[src/rtl/spraid_pkg.sv]
// Shared types for the SPI flash scheduler: FSM encoding, byte width and latched byte request.
package spraid_pkg;
  localparam int BYTE_W = 8;

  typedef enum logic [2:0] {
    ST_IDLE,
    ST_SEND,
    ST_WAIT,
    ST_HOLD,
    ST_RELEASE
  } sched_state_e;

  typedef struct packed {
    logic              last;
    logic [BYTE_W-1:0] data;
  } byte_req_t;
endpackage

[src/rtl/spraid_rr_arb.sv]
// Round-robin pick: one-hot grant for the first set req bit at or after ptr, wrapping.
module spraid_rr_arb #(
  parameter int NREQ = 2,
  parameter int PW   = (NREQ > 1) ? $clog2(NREQ) : 1
) (
  input  logic [NREQ-1:0] req,
  input  logic [PW-1:0]   ptr,
  output logic [NREQ-1:0] grant
);
  logic found;
  int   j;

  always_comb begin
    grant = '0;
    found = 1'b0;
    j     = 0;
    for (int i = 0; i < NREQ; i++) begin
      j = int'(ptr) + i;
      if (j >= NREQ) j = j - NREQ;
      if (!found && req[j]) begin
        grant[j] = 1'b1;
        found    = 1'b1;
      end
    end
  end
endmodule

[src/rtl/spraid_spi_sched.sv]
// Shares one SPI byte engine among NREQ requesters; an owner keeps CS low across a burst.
// Define SPRAID_SCHED_TIMEOUT_EN to release CS when the owner idles HOLD_TIMEOUT cycles in HOLD.
module spraid_spi_sched
  import spraid_pkg::*;
#(
  parameter int NREQ         = 2,
  parameter int GUARD        = 2,
  parameter int HOLD_TIMEOUT = 255
) (
  input  logic                   clk,
  input  logic                   resetb,
  input  logic [NREQ-1:0]        req,
  input  logic [NREQ-1:0]        last,
  input  logic [NREQ*BYTE_W-1:0] wdata,
  output logic [NREQ-1:0]        ack,
  output logic [BYTE_W-1:0]      rdata,
  output logic [NREQ-1:0]        owner,
  output logic                   eng_start,
  output logic [BYTE_W-1:0]      eng_tx,
  input  logic                   eng_done,
  input  logic [BYTE_W-1:0]      eng_rx,
  output logic                   spi_csb,
  output logic                   timeout
);
  localparam int PW = (NREQ > 1) ? $clog2(NREQ) : 1;
  localparam int GW = (GUARD > 1) ? $clog2(GUARD) : 1;

  sched_state_e      state, state_n;
  logic [NREQ-1:0]   owner_n, ack_n, grant;
  logic [PW-1:0]     own_idx, own_idx_n, rr_ptr, rr_ptr_n, gidx;
  byte_req_t         cur, cur_n;
  logic [BYTE_W-1:0] rdata_n;
  logic              eng_start_n, csb_n;
  logic [GW-1:0]     gcnt, gcnt_n;
`ifdef SPRAID_SCHED_TIMEOUT_EN
  localparam int HCW = (HOLD_TIMEOUT > 0) ? $clog2(HOLD_TIMEOUT + 1) : 1;
  logic [HCW-1:0]    hcnt, hcnt_n;
  logic              timeout_q, timeout_n;
  assign timeout = timeout_q;
`else
  assign timeout = 1'b0;
`endif

  assign eng_tx = cur.data;

  spraid_rr_arb #(.NREQ(NREQ), .PW(PW)) u_arb (
    .req   (req),
    .ptr   (rr_ptr),
    .grant (grant)
  );

  always_comb begin
    gidx = '0;
    for (int i = 0; i < NREQ; i++)
      if (grant[i]) gidx = PW'(i);
  end

  always_comb begin
    state_n     = state;
    owner_n     = owner;
    own_idx_n   = own_idx;
    rr_ptr_n    = rr_ptr;
    cur_n       = cur;
    ack_n       = '0;
    rdata_n     = rdata;
    eng_start_n = 1'b0;
    csb_n       = spi_csb;
    gcnt_n      = gcnt;
`ifdef SPRAID_SCHED_TIMEOUT_EN
    hcnt_n      = hcnt;
    timeout_n   = 1'b0;
`endif
    case (state)
      ST_IDLE: if (|req) begin
        owner_n   = grant;
        own_idx_n = gidx;
        cur_n     = '{last: last[gidx], data: wdata[int'(gidx)*BYTE_W +: BYTE_W]};
        csb_n     = 1'b0;
        state_n   = ST_SEND;
      end
      ST_SEND: begin
        eng_start_n = 1'b1;
        state_n     = ST_WAIT;
      end
      ST_WAIT: if (eng_done) begin
        ack_n   = owner;
        rdata_n = eng_rx;
        gcnt_n  = '0;
`ifdef SPRAID_SCHED_TIMEOUT_EN
        hcnt_n  = '0;
`endif
        if (cur.last) begin
          csb_n   = 1'b1;
          state_n = ST_RELEASE;
        end else begin
          state_n = ST_HOLD;
        end
      end
      ST_HOLD: begin
        // req is still the previous byte's while ack is out; only a fresh request counts
        if (req[own_idx] && ack == '0) begin
          cur_n   = '{last: last[own_idx], data: wdata[int'(own_idx)*BYTE_W +: BYTE_W]};
          state_n = ST_SEND;
        end
`ifdef SPRAID_SCHED_TIMEOUT_EN
        else if (hcnt == HCW'(HOLD_TIMEOUT)) begin
          timeout_n = 1'b1;
          csb_n     = 1'b1;
          gcnt_n    = '0;
          state_n   = ST_RELEASE;
        end else begin
          hcnt_n = hcnt + 1'b1;
        end
`endif
      end
      ST_RELEASE: begin
        if (gcnt == GW'(GUARD - 1)) begin
          owner_n  = '0;
          rr_ptr_n = (own_idx == PW'(NREQ - 1)) ? '0 : own_idx + 1'b1;
          state_n  = ST_IDLE;
        end else begin
          gcnt_n = gcnt + 1'b1;
        end
      end
      default: state_n = ST_IDLE;
    endcase
  end

  always_ff @(posedge clk or negedge resetb) begin
    if (!resetb) begin
      state     <= ST_IDLE;
      owner     <= '0;
      own_idx   <= '0;
      rr_ptr    <= '0;
      cur       <= '0;
      ack       <= '0;
      rdata     <= '0;
      eng_start <= 1'b0;
      spi_csb   <= 1'b1;
      gcnt      <= '0;
`ifdef SPRAID_SCHED_TIMEOUT_EN
      hcnt      <= '0;
      timeout_q <= 1'b0;
`endif
    end else begin
      state     <= state_n;
      owner     <= owner_n;
      own_idx   <= own_idx_n;
      rr_ptr    <= rr_ptr_n;
      cur       <= cur_n;
      ack       <= ack_n;
      rdata     <= rdata_n;
      eng_start <= eng_start_n;
      spi_csb   <= csb_n;
      gcnt      <= gcnt_n;
`ifdef SPRAID_SCHED_TIMEOUT_EN
      hcnt      <= hcnt_n;
      timeout_q <= timeout_n;
`endif
    end
  end
endmodule

[config.mk]
export PLATFORM = sky130hd
export DESIGN_NAME = spraid_spi_sched
export DESIGN_NICKNAME = d
export VERILOG_FILES = /design/src/rtl/spraid_pkg.sv /design/src/rtl/spraid_rr_arb.sv /design/src/rtl/spraid_spi_sched.sv
export SDC_FILE = /design/constraint.sdc
export NUM_CORES = 1
export LEC_CHECK = 0
export CAP_MARGIN = 20
export CORE_MARGIN = 10
export CORE_UTILIZATION = 39
export CTS_CLUSTER_SIZE = 10
export DETAILED_ROUTE_END_ITERATION = 16
export PLACE_DENSITY = 0.71
export SLEW_MARGIN = 30
export SYNTH_ARGS = -nofsm -noshare
export SYNTH_HDL_FRONTEND = slang
export SYNTH_SLANG_ARGS = --single-unit
[constraint.sdc]
create_clock -name clk -period 1.8 [get_ports clk]
set_input_delay 0.36 -clock clk [delete_from_list [all_inputs] [get_ports clk]]
set_output_delay 0.36 -clock clk [all_outputs]
set_load 0.02 [all_outputs]
==> flow_metrics.tcl <==
set metrics [dict create \
    crit_path_top_delay_cell "dfrtp_1" \
    n_antenna_cell 0 \
    syn_area_um2 1420 \
    cpPeakStageDelay_ns 0.43 \
    min_period_over_period_pct 95.7 \
    worstSkewPairLatency_ns 0.28 \
    synth_cell_type_count 30 \
    status "finished clean" \
    crit-reg2reg-launch "state[2]" \
    grtUsageMet2_pct 17.0 \
    root_buffer "clkbuf_8" \
    drc 0 \
    crit_path_end_kind "flop" \
    area_growth_pct 49.3 \
    fill_cells 282 \
    grt_busiest_layer "met2" \
    cp_max_fo 9 \
    io_buffers 52 \
    path_cells "nand3b_1 -> a31oi_4 -> buf_12 -> mux2_2 -> mux2_2" \
    cts-htree-levels 2 \
    viasPerCell 4.88 \
    vias 1099 \
    setup_viol 0 \
    start_util_pct 41.3 \
    grt_pass1_wl_um 5660 \
    critPathBufInv 1 \
    dp.cells 217 \
    timing.final.ws_setup_ns 0.0774 \
    track_usage_pct 11.4 \
    required_ns 1.96 \
    ant_nets 0 \
    rows 21 \
    fin_cells 225 \
    antenna_found_initial 0 \
    ys_warn_count 0 \
    skew_ns 0.00490 \
    max_slew.worst_pin.slew_ns 0.578 \
    io_pins 54 \
    numCtsBuffers 5 \
    relSlewSlack_pct 61.0 \
    grt_util_met1_pct 12.0 \
    clkSlewWorstSetupHoldPaths_ns 0.06 \
    critPathTopFamily "multiplexers" \
    critical_path_class "flop to flop" \
    power.leakage_nw 0.901 \
    syn_inst 121 \
    power_density_nw_per_um2 1730 \
    nets 210 \
    drt_iter0_drc 51 \
    critPathLaunch "state[2]" \
    place_congestion 0.855 \
    grt_overflow 0 \
    die_w_um 80.4 \
    wirelength_um 3510 \
    post-place-ws_ns -0.327 \
    die_area_um2 6460 \
    maxCapViolations 0 \
    cts_hold_buf 0 \
    cpMostUsedCell "mux2_2" \
    synth_seq_area_share_pct 51.1 \
    firstDrtPassIters 6 \
    maxSlewViolCount 0 \
    startpoint_type "flop" \
    fin_crit_ns 1.72 \
    rsz0062_at_grt "no" \
    final_hold_viol_count 0 \
    cts.sinks 29 \
    arrival_ns 1.88 \
    hold_path_class "primary input to asynchronous set/reset pin" \
    drive_gt1_share_pct 27.4 \
    clockBufferDepth 2 \
    tritoncts "yes" \
    synth_nets 152 \
    grt_use_met3_pct 7.91 \
    fmax_ghz 0.581 \
    place_hpwl_um 2710 \
    routedWlPerCell_um 15.6 \
    die_y_um 80.4 \
    grt_pass1_vias 1197 \
    synth-seq-cells 29 \
    grt_max_degree 30 \
    ir_drop_mv 0.899 \
    syn_avg_cell_area_um2 11.8 \
    core_region_area_um2 3440 \
]
-- routing by layer --
metal  routed length [um]  part of all wire, %
met5                    0                    0
met1                 1420                   40
met3                  541                   15
met2                 1500                   43
met4                   55                  1.6
-- cells in the final DEF (no fill, tap or decap), types with 3 or more instances in the layout --
cell type,instances
clkdlybuf4s50_1,49
dfrtp_1,28
mux2_2,26
nand2_1,11
buf_4,10
nor2_1,8
a21oi_1,6
clkbuf_8,6
o21ai_0,3
nand3_1,3
buf_12,3
-- cell type report --
cell class / instances / area (um^2) / share of cell area (%)
Timing Repair Buffer: 65 / 656 / 30.9
Tap cell: 46 / 57.6 / 2.71
Multi-Input combinational cell: 77 / 593 / 27.9
Clock buffer: 7 / 86.3 / 4.07
Sequential cell: 29 / 727 / 34.2
Inverter: 1 / 3.75 / 0.177
-- per-stage QoR --
step	cell area (um^2)	TNS, ns	power, W	hold WS [ns]	util, %
global placement	2020	-2.51	0.00305	0.479	58.6
finish	2120	0	0.00368	0.463	61.7
CTS	2120	0	0.00372	0.479	61.6
detailed placement	2020	-2.92	0.00312	0.496	58.6
global route	2120	0	0.00394	0.497	61.7
floorplan	1420	0	0.00237	0.0644	-
-- path summary, 6_finish.rpt --
kind | to | slack, ns | depth (start not counted)
worst max-delay path | eng_tx[7] | 0.08 | 5
worst min-delay path | eng_start | 0.46 | 2
worst max register to register | eng_tx[7] | 0.08 | 5
worst min register to register | eng_tx[3] | 0.51 | 1
max in group asynchronous | spi_csb | 1.04 | 2
min in group clk | eng_tx[3] | 0.51 | 1
-- repair_timing --
item                       in CTS  in global routing
setup endpoints to repair      10                  9
resized for setup               2                  2
setup buffers                   1                  0
gates cloned                    0                  0
pin swaps                       1                  0
-- registers in the layout, indices dropped and copies added, names as in the netlist, 2 cells and up --
register  flops
eng_tx        8
rdata         8
state         3
ack           2
owner         2
-- worst register-to-register path: stages (launching register included) --
cell	delay (ns)
dfrtp_1	0.43
nand3b_1	0.22
a31oi_4	0.23
buf_12	0.15
mux2_2	0.33
mux2_2	0.26
-- kinds of logic (layout without fill, tap and decap cells) --
logic type | Yosys count | after routing | share of synthesized area (%)
DFF | 29 | 29 | 51.1
and+or+nand+nor | 34 | 34 | 12.2
AOI/OAI and AO/OA | 15 | 15 | 7.83
other | 1 | 1 | 0.264
buffers and inverters | 15 | 73 | 7.21
muxes | 27 | 27 | 21.4
-- cells in the mapped netlist --
cell,number,area (um^2)
and4b_4,1,13.8
dfrtp_1,28,701
dfstp_2,1,26.3
conb_1,1,3.75
o311ai_0,1,8.76
nand3b_1,1,7.51
inv_1,1,3.75
a21oi_4,1,16.3
a31oi_4,1,21.3
buf_6,1,11.3
buf_4,10,75.1
nand2b_1,2,12.5
nor3_1,1,5.00
nor2b_1,1,6.26
a31oi_1,1,6.26
nand3_1,3,15.0
nand4_1,1,6.26
a21oi_1,6,30.0
mux2_2,26,293
clkbuf_1,1,3.75
buf_2,1,5.00
and3_1,1,6.26
nand4b_1,2,17.5
and2_1,2,12.5
nand2_1,11,41.3
o41ai_1,1,8.76
buf_1,1,3.75
nor2_1,8,30.0
mux2_1,1,11.3
o21ai_0,4,20.0
-- power by group --
| part | switching, W | total, W | internal, W |
|---|---|---|---|
| Clock | 0.000219 | 0.000521 | 0.000302 |
| Combinational | 0.000884 | 0.00197 | 0.00109 |
| Sequential | 0.000213 | 0.00118 | 0.000971 |
Note: power is estimated with default switching activity, not from simulation.
==> RTL edit (same settings) <==
Encoding of `sched_state_e`: now Gray code (3 bits for 5 states).
--- a/src/rtl/spraid_pkg.sv
+++ b/src/rtl/spraid_pkg.sv
@@ -3,11 +3,11 @@
   localparam int BYTE_W = 8;
 
   typedef enum logic [2:0] {
-    ST_IDLE,
-    ST_SEND,
-    ST_WAIT,
-    ST_HOLD,
-    ST_RELEASE
+    ST_IDLE    = 3'b000,
+    ST_SEND    = 3'b001,
+    ST_WAIT    = 3'b011,
+    ST_HOLD    = 3'b010,
+    ST_RELEASE = 3'b110
   } sched_state_e;
 
   typedef struct packed {
Function: no difference found for any inputs over 10 cycles, from zero or initial values and one cycle with resetb low; not proved beyond that.
==> RTL edit against the original RTL <==
Register-to-register slack better by 110 ps. Wire length down 1.6%. Area after synthesis down 2.3%. Clock skew up 5.7 ps. Power down 1.5%. Setup slack better by 25 ps. Global-route usage down 0.14 points. Sequential cell count unchanged. Final area down 2.7%.
==> RTL edit: results (changes against the original RTL) <==
<table>
<tr><th>Metric</th><th>Value</th></tr>
<tr><th colspan="2">Setup path</th></tr>
<tr><td>Max FO, Critical Path</td><td>2 (was 9)</td></tr>
<tr><td>Setup crit end</td><td>owner[0] (was eng_tx[7]$_DFFE_PN0P_)</td></tr>
<tr><td>CP top delay family</td><td>buffers and inverters (was multiplexers)</td></tr>
<tr><td>Crit path largest cell delay</td><td>640 ps (was 430 ps)</td></tr>
<tr><td>Master of the slowest instance on the critical path</td><td>sky130_fd_sc_hd__clkdlybuf4s50_1 (was sky130_fd_sc_hd__dfrtp_1)</td></tr>
<tr><th colspan="2">Drt</th></tr>
<tr><td>Average wire length per cell after detail routing</td><td>14.89 um (was 15.60 um)</td></tr>
<tr><td>Iter 0 DRT Violations</td><td>37 (was 51)</td></tr>
<tr><td>Met3 wire len</td><td>426 um (was 541 um)</td></tr>
<tr><th colspan="2">Global route</th></tr>
<tr><td>Wire length of the first global-routing pass</td><td>5644 um (was 5658 um)</td></tr>
<tr><td>GR Util met2</td><td>17.96% (was 16.96%)</td></tr>
<tr><th colspan="2">Cells and area</th></tr>
<tr><td>Final std cells w/o fill</td><td>232 (was 225)</td></tr>
<tr><th colspan="2">Logic synthesis</th></tr>
<tr><td>Top cells by area in the synthesized netlist</td><td>sky130_fd_sc_hd__dfrtp_1 50%, sky130_fd_sc_hd__mux2_2 7.3%, sky130_fd_sc_hd__mux2i_1 6.5% (was sky130_fd_sc_hd__dfrtp_1 49%, sky130_fd_sc_hd__mux2_2 21%, sky130_fd_sc_hd__buf_4 5.3%)</td></tr>
<tr><td>List of most frequent post-synthesis cells</td><td>28 x sky130_fd_sc_hd__dfrtp_1, 16 x sky130_fd_sc_hd__nand2_1, 10 x sky130_fd_sc_hd__buf_4 (was 28 x sky130_fd_sc_hd__dfrtp_1, 26 x sky130_fd_sc_hd__mux2_2, 11 x sky130_fd_sc_hd__nand2_1)</td></tr>
<tr><td>Sequential-to-total area share from yosys stat</td><td>52.30% (was 51.10%)</td></tr>
<tr><th colspan="2">Clock network</th></tr>
<tr><td>Clock edge transition at the registers on the reported setup and hold paths</td><td>100 ps (was 60 ps)</td></tr>
<tr><td>Number of buffers added for setup after CTS</td><td>0 (was 1)</td></tr>
<tr><th colspan="2">STA</th></tr>
<tr><td>Worst setup skew after layout</td><td>10.61 ps (was 4.904 ps)</td></tr>
<tr><th colspan="2">Status</th></tr>
<tr><td>Run status</td><td>complete, no violations (unchanged)</td></tr>
<tr><th colspan="2">Die</th></tr>
<tr><td>Initial standard-cell utilization of the core</td><td>41.01% (was 41.33%)</td></tr>
<tr><th colspan="2">Placement</th></tr>
<tr><td>GPL Wtd Cong</td><td>0.8127 (was 0.8547)</td></tr>
</table>
[RTL edit: power by group]
part | total (uW) | leakage, uW | internal (uW) | switching (uW)
Combinational | 1850 | 0.000506 | 936 | 911
Clock | 661 | 0.0000552 | 430 | 231
Sequential | 1110 | 0.000358 | 953 | 161
[RTL edit: layout make-up]
| type | instances | area share [%] |
|---|---|---|
| multi-input combinational | 83 | 26.17 |
| tap | 46 | 2.786 |
| timing repair buffer | 63 | 30.35 |
| inverter | 3 | 0.5451 |
| sequential | 29 | 35.19 |
| clock buffer | 5 | 1.817 |
| clock inverter | 3 | 3.150 |
[RTL edit: kinds of logic (layout without fill, tap and decap cells)]
| group | count (synthesis) | in the layout | share of synthesized area, % |
|---|---|---|---|
| AND/OR/NAND/NOR | 39 | 39 | 13.23 |
| flip-flops | 29 | 29 | 52.30 |
| AO/OA/AOI/OAI | 25 | 25 | 11.61 |
| multiplexers | 18 | 18 | 13.77 |
| buffers and inverters | 18 | 74 | 8.820 |
| other | 1 | 1 | 0.2698 |
